<file path="config.mk">
export PLATFORM = sky130hd
export DESIGN_NAME = ram_fifo_ctrl
export DESIGN_NICKNAME = d
export VERILOG_FILES = /design/src/rtl/ram_fifo_pkg.sv /design/src/rtl/ram_fifo_ctrl.sv
export SDC_FILE = /design/constraint.sdc
export NUM_CORES = 1
export LEC_CHECK = 0
export CAP_MARGIN = 20
export CORE_MARGIN = 1.5
export CORE_UTILIZATION = 38
export CTS_CLUSTER_SIZE = 8
export DETAILED_ROUTE_END_ITERATION = 6
export GPL_TIMING_DRIVEN = 0
export PLACE_DENSITY = 0.76
export SLEW_MARGIN = 15
export SYNTH_ARGS = -nofsm -noshare
export SYNTH_HDL_FRONTEND = slang
export SYNTH_SLANG_ARGS = --single-unit
</file>
<file path="constraint.sdc">
create_clock -name clk -period 3.3 [get_ports clk]
set_clock_uncertainty 0.1 [all_clocks]
set_input_delay 0.66 -clock clk [delete_from_list [all_inputs] [get_ports clk]]
set_output_delay 0.66 -clock clk [all_outputs]
set_load 0.1 [all_outputs]
</file>
<file path="src/rtl/ram_fifo_pkg.sv">
`default_nettype none
// ============================================================================
// Module   : ram_fifo_pkg
// Brief    : Default geometry constants and address-width helper for the
//            RAM-backed FIFO controller.
// Revision : 1.0
// ============================================================================
package ram_fifo_pkg;

  localparam int DEF_MEM_WIDTH = 16;
  localparam int DEF_MEM_DEPTH = 1024;
  localparam int DEF_AFULL_LVL = 1000;

  function automatic int addr_size(input int depth);
    return $clog2(depth);
  endfunction

  localparam int DEF_ADDR_SIZE = addr_size(DEF_MEM_DEPTH);

endpackage
`default_nettype wire

</file>
<file path="src/rtl/ram_fifo_ctrl.sv">
`default_nettype none
// ============================================================================
// Module   : ram_fifo_ctrl
// Brief    : FIFO controller driving a dpr_sync RAM: push/pop handshake to RAM
//            commands, wrap-around pointers, occupancy and status flags.
// Revision : 1.0
// ============================================================================
module ram_fifo_ctrl
  import ram_fifo_pkg::*;
#(
  parameter int MEM_WIDTH = DEF_MEM_WIDTH,
  parameter int MEM_DEPTH = DEF_MEM_DEPTH,
  parameter int ADDR_SIZE = addr_size(MEM_DEPTH),
  parameter int AFULL_LVL = DEF_AFULL_LVL
) (
  input  logic                 clk,
  input  logic                 rst,
  input  logic                 flush,
  input  logic                 push,
  input  logic [MEM_WIDTH-1:0] push_data,
  input  logic                 pop,
  output logic [MEM_WIDTH-1:0] pop_data,
  output logic                 pop_valid,
  output logic                 full,
  output logic                 empty,
  output logic                 almost_full,
  output logic [ADDR_SIZE:0]   count,
  output logic                 overflow,
  output logic                 underflow,
  output logic [MEM_WIDTH-1:0] mem_din,
  output logic [ADDR_SIZE-1:0] mem_addr_wr,
  output logic [ADDR_SIZE-1:0] mem_addr_rd,
  output logic                 mem_wr_en,
  output logic                 mem_rd_en,
  output logic                 mem_blk_select,
  input  logic [MEM_WIDTH-1:0] mem_dout
);

  localparam logic [ADDR_SIZE:0] c_depth = (ADDR_SIZE+1)'(MEM_DEPTH);
  localparam logic [ADDR_SIZE:0] c_afull = (ADDR_SIZE+1)'(AFULL_LVL);

  logic [ADDR_SIZE-1:0] r_wr_ptr;
  logic [ADDR_SIZE-1:0] r_rd_ptr;
  logic [ADDR_SIZE:0]   r_count;
  logic                 r_pop_valid;
  logic                 r_overflow;
  logic                 r_underflow;

  logic w_full;
  logic w_empty;
  logic w_pop_acc;
  logic w_push_acc;

  assign w_full  = (r_count == c_depth);
  assign w_empty = (r_count == '0);

  // A pop frees a slot in the same cycle, so a full FIFO still takes a push paired with a pop.
  assign w_pop_acc  = pop  & ~w_empty & ~flush;
  assign w_push_acc = push & (~w_full | w_pop_acc) & ~flush;

  always_ff @(posedge clk or negedge rst) begin
    if (!rst) begin
      r_wr_ptr    <= '0;
      r_rd_ptr    <= '0;
      r_count     <= '0;
      r_pop_valid <= 1'b0;
      r_overflow  <= 1'b0;
      r_underflow <= 1'b0;
    end else if (flush) begin
      r_wr_ptr    <= '0;
      r_rd_ptr    <= '0;
      r_count     <= '0;
      r_pop_valid <= 1'b0;
      r_overflow  <= 1'b0;
      r_underflow <= 1'b0;
    end else begin
      r_pop_valid <= w_pop_acc;
      if (w_push_acc) r_wr_ptr <= r_wr_ptr + 1'b1;
      if (w_pop_acc)  r_rd_ptr <= r_rd_ptr + 1'b1;
      case ({w_push_acc, w_pop_acc})
        2'b10:   r_count <= r_count + 1'b1;
        2'b01:   r_count <= r_count - 1'b1;
        default: r_count <= r_count;
      endcase
      if (push && !w_push_acc) r_overflow  <= 1'b1;
      if (pop  && !w_pop_acc)  r_underflow <= 1'b1;
    end
  end

  assign mem_wr_en      = w_push_acc;
  assign mem_rd_en      = w_pop_acc;
  assign mem_blk_select = w_push_acc | w_pop_acc;
  assign mem_addr_wr    = r_wr_ptr;
  assign mem_addr_rd    = r_rd_ptr;
  assign mem_din        = push_data;

  assign pop_data    = mem_dout;
  assign pop_valid   = r_pop_valid;
  assign full        = w_full;
  assign empty       = w_empty;
  assign almost_full = (r_count >= c_afull);
  assign count       = r_count;
  assign overflow    = r_overflow;
  assign underflow   = r_underflow;

endmodule
`default_nettype wire

</file>
# ---- After elaboration in Yosys (flattened, before gate mapping)
# Cells that the tools add are included.
dict set report totals {
  elab_cells 44
  input_bits 37
  reg_bits 34
  out_inout_bits 72
}
dict set report op_classes {
  n_addsub 4
  n_reduce_logical 10
  bitwise_logic 9
  magnitude_cmp 1
  mux 11
  n_eq_ne 3
}
# op n
set op_table {}
lappend op_table {{$mux W10} 4}
lappend op_table {{$pmux W11 S2} 1}
lappend op_table {{$add A10 B1 Y10 const B} 2}
lappend op_table {{$add A11 B1 Y11 const B} 1}
lappend op_table {{$eq A11 B11 Y1 const B} 1}
lappend op_table {{$ge A11 B10 Y1 const B} 1}
lappend op_table {{$logic_not A11 Y1} 1}
lappend op_table {{$mux W11} 1}
lappend op_table {{$sub A11 B1 Y11 const B} 1}
lappend op_table {{$reduce_bool A2 Y1} 4}
lappend op_table {{$mux W1} 5}
lappend op_table {{$and A1 B1 Y1} 4}
lappend op_table {{$not A1 Y1} 3}
lappend op_table {{$reduce_bool A3 Y1} 1}
lappend op_table {{$eq A2 B1 Y1 const B} 1}
lappend op_table {{$eq A2 B2 Y1 const B} 1}
lappend op_table {{$logic_and A1 B1 Y1} 2}
lappend op_table {{$logic_not A1 Y1} 2}
lappend op_table {{$or A1 B1 Y1} 2}

# ---- Longest topological paths before layout
dict set report depth {
  ltp_word 11
  mapped_depth 12
  ltp_nobuf 12
}

# ---- Worst setup path before layout
# Ideal clock, no wire load.
dict set report synth_path {
  path_type {register to output}
  from {register r_count[7] (netlist: count[7])}
  to {output almost_full}
  arrival_ns 3.310
  slack_ns -0.770
  path_stages_with_launch 3
  n_path_buf 0
  path_cell_list {dfrtp_1 > nand4_1 > o21ai_0}
}
dict set report synth_between {
  elab_chain_cells 1
}
# element line_no
set synth_rtl {}
lappend synth_rtl {{start: declaration} ram_fifo_ctrl.sv:44} ;# logic [ADDR_SIZE:0] r_count;
lappend synth_rtl {{start signal: assignment} ram_fifo_ctrl.sv:81} ;# 2'b10: r_count <= r_count + 1'b1;
lappend synth_rtl {{start signal: assignment} ram_fifo_ctrl.sv:82} ;# 2'b01: r_count <= r_count - 1'b1;
lappend synth_rtl {{start signal: assignment} ram_fifo_ctrl.sv:83} ;# default: r_count <= r_count;
lappend synth_rtl {{$ge A11 B10 Y1} ram_fifo_ctrl.sv:101} ;# assign almost_full = (r_count >= c_afull);
lappend synth_rtl {{end: declaration} ram_fifo_ctrl.sv:26} ;# output logic almost_full,
# Every way passes these cells.

# ---- Worst setup path in the final report
dict set report layout_path {
  from {input flush}
  to {register r_count[9] (netlist: count[9])}
}
dict set report layout_between {
  elab_chain_cells 8
  word_cells_on_any_way 10
}
# element line_no
set layout_rtl {}
lappend layout_rtl {{start: declaration} ram_fifo_ctrl.sv:18} ;# input logic flush,
lappend layout_rtl {{$not A1 Y1} {ram_fifo_ctrl.sv:58, ram_fifo_ctrl.sv:59}}
lappend layout_rtl {{$and A1 B1 Y1} ram_fifo_ctrl.sv:58} ;# assign w_pop_acc = pop & ~w_empty & ~flush;
lappend layout_rtl {{$or A1 B1 Y1} ram_fifo_ctrl.sv:59} ;# assign w_push_acc = push & (~w_full | w_pop_acc) & ~flush;
lappend layout_rtl {{$and A1 B1 Y1 (2 in a row)} ram_fifo_ctrl.sv:59}
lappend layout_rtl {{$eq A2 B1 Y1 or $eq A2 B2 Y1 (tied branches)} ram_fifo_ctrl.sv:80} ;# case ({w_push_acc, w_pop_acc})
lappend layout_rtl {{$pmux W11 S2} ram_fifo_ctrl.sv:80}
lappend layout_rtl {{$mux W11} ram_fifo_ctrl.sv:69} ;# end else if (flush) begin
# Parallel ways exist; a longest one is shown, timed or not.
# A chain may end at the register's enable or synchronous reset.

==> out/metrics.cfg <==
[global_routing]
antenna_found_initial = 0
grt_pass1_vias = 1993
grt_start_max_net_pins = 28
overflow = 0
grt_use_total_pct = 17.80
grt_pass1_wl_mm = 9.108

[worst_setup_path]
slowest_delay_ns = 0.47
crit_type = in2reg
crit_fanout = 10
critical_path.startpoint_type = input port
cp_slowest_cell = or4b_1
crit_chain = clkdlybuf4s50_1 > buf_4 > or3_4 > inv_8 > ha_4 > o21a_1 > o21a_1 > o22a_1 > or4b_1 > a311oi_1
critPathCaptureType = flip-flop
r2r_cells = 11
crit_path_end = count[9]
crit_start = flush
required_ns = 3.40
r2r-end = count[10]
crit_path_frequent_cell = o21a_1
r2r_start = count[2]
r2r_setup_slack_ns = 0.10
cp.arrival_ns = 3.36

[floorplanning]
core_area_sq_mm = 0.005956
dieArea_sq_mm = 0.006716
start_util_pct = 39.77
ios = 109
die_w_microns = 81.95
die_height_microns = 81.95
rows = 28

[yosys]
synth.yosys.seq_area_share_pct = 35.92
ys_ff_latch = 34
synth-edff-count = 0
netlist_area_sq_mm = 0.002369
synth.top_cell.area_share_pct = 35.92
synth.distinct_cells = 49
synthArstFlopShare_pct = 100.0
yosys_warnings = 0
synth_cells = 262
synth_top_cell_by_area = dfrtp_1
synth_nets = 311
synth.avg_cell_area_sq_um = 9.040
synth_ff_type = dfrtp_1
synth.area.top_cells = dfrtp_1, buf_4, ha_1

[detailed_routing]
vias = 2251
drc = 0
first_pass_iters = 4
vias_per_cell = 5.211
ant_nets = 0
wire_per_inst_microns = 14.30
wl_mm = 6.177
drt_iter0_drc = 122

[clocking]
htree_levels = 2
cts-hold-fix-buffers = 0
clock_latency_ns = 0.30
clock_path_buffers = 2
cts.sinks = 34
cts.root.buffer_cell = clkbuf_8
path_clk_slew_ns = 0.07
cts_tree = built
cts_buffers = 5

[placed_design]
io_buffer_count = 75
pre_cts_ws_ns = -0.6752
hpwlAfterDp_mm = 4.520
postPlaceCellArea_sq_mm = 0.003277
place_congestion = 0.9165

[sta]
post-route-period-util_pct = 98.83
fin_ws_ns = 0.03858
fmax_ghz = 0.3066
tightest_slew_ns = 0.9825
setup_viol = 0
finalHoldViolations = 0
slew_headroom_pct = 34.29
maxSlewViolCount = 0
min_period_ns = 3.261
rsz0062_at_grt = yes

[finish]
final_common_cell = clkdlybuf4s50_1
mostFrequentLayoutCells = clkdlybuf4s50_1, buf_4, nor2_1
area_growth_pct = 51.03
antennaDiodeCount = 0
layout.nets = 405
final_core_util_pct = 60.06
drive_gt1_share_pct = 26.61
design_area_sq_mm = 0.003577

[min_path]
hold_class = in2async

[power]
p_per_area_mw_per_mm2 = 859.8
irDropWorstVdd_mv = 0.6493
leakagePower_nw = 1.504

[flow_run]
max_cap_violations = 0

[run_status]
status = completed

## worst max-delay path: cells and delay by family
family          cells  cell delay (ns)
compound gates      4             0.83
buf+inv             3             0.76
fa+ha+maj           1             0.22
simple gates        2             0.88
## cell type report
type	count	area [sq um]
plain buffers	39	280.3
clock buffers	6	82.58
clock inverters	2	60.06
fillers	531	2379
inverters	8	37.54
multi-input cells	181	1310
flip-flops and latches	34	884.6
well taps	75	93.84
repair buffers	87	828.3
## cell usage after synthesis, drive strengths merged, types with 3 or more instances
| library cell | n |
|---|---|
| dfrtp | 34 |
| or3 | 6 |
| and3 | 4 |
| a21oi | 17 |
| nor2 | 31 |
| ha | 11 |
| buf | 34 |
| o21a | 5 |
| nor3 | 3 |
| nor4 | 4 |
| nand3 | 6 |
| a31oi | 3 |
| xor2 | 6 |
| clkbuf | 5 |
| nand2 | 20 |
| xnor2 | 13 |
| mux2i | 7 |
| a211oi | 3 |
| nand4 | 6 |
| inv | 8 |
| o21ai | 16 |
## repair_timing
item / 4_1_cts / 5_1_grt
gates resized for setup: 21 / 17
setup buffers: 2 / 9
pin swaps: 3 / 8
endpoints found under the setup margin: 7 / 4
## per-layer routing
metal | up-vias | global-route usage, % | routed length, microns
met5 | - | 0 | 0
met4 | 0 | 7.966 | 76
met3 | 9 | 4.667 | 467
met2 | 83 | 29.43 | 3035
met1 | 1084 | 21.64 | 2597
li1 | 1075 | - | -
## worst min path at each step
stage,depth (start not counted),endpoint,slack [ns]
floorplan,0,count[2],0.26
global placement,2,underflow,0.39
detailed placement,2,overflow,0.40
CTS,1,pop_valid,0.10
global route,1,count[0],0.11
finish,1,count[0],0.1
## kinds of logic (layout without fill, tap and decap cells)
kind of cell | count (synthesis) | in the layout | synth area share (%)
AND/OR/NAND/NOR | 87 | 87 | 18.38
AO/OA/AOI/OAI | 55 | 55 | 15.16
buffers and inverters | 47 | 142 | 12.89
flip-flops | 34 | 34 | 35.92
XOR/XNOR | 19 | 19 | 7.026
adder cells (fa/ha/maj) | 12 | 12 | 6.656
multiplexers | 8 | 8 | 3.962
## flip-flops by register name, summed over array words and instances, names as in the netlist
name         count
pop_valid        1
mem_addr_wr     10
underflow        1
count           11
overflow         1
mem_addr_rd     10
## stage by stage
step           hold WS, ns  power, mW  setup TNS (ns)  instances
2_1_floorplan       0.2644      2.070               0        262
3_3_place_gp        0.3870      2.421          -3.384        412
3_5_place_dp        0.3955      2.455          -3.649        413
4_1_cts             0.1032      2.964               0        423
5_1_grt             0.1107      3.201         -0.1516        432
6_report           0.09845      3.076               0        432
## power by group
group          internal (mW)  switching [mW]  total [mW]
clock                  0.322           0.166       0.489
sequential             0.507           0.106       0.613
combinational          0.615            1.36        1.97
total                   1.45            1.63        3.08
Note: power is estimated with default switching activity, not from simulation.
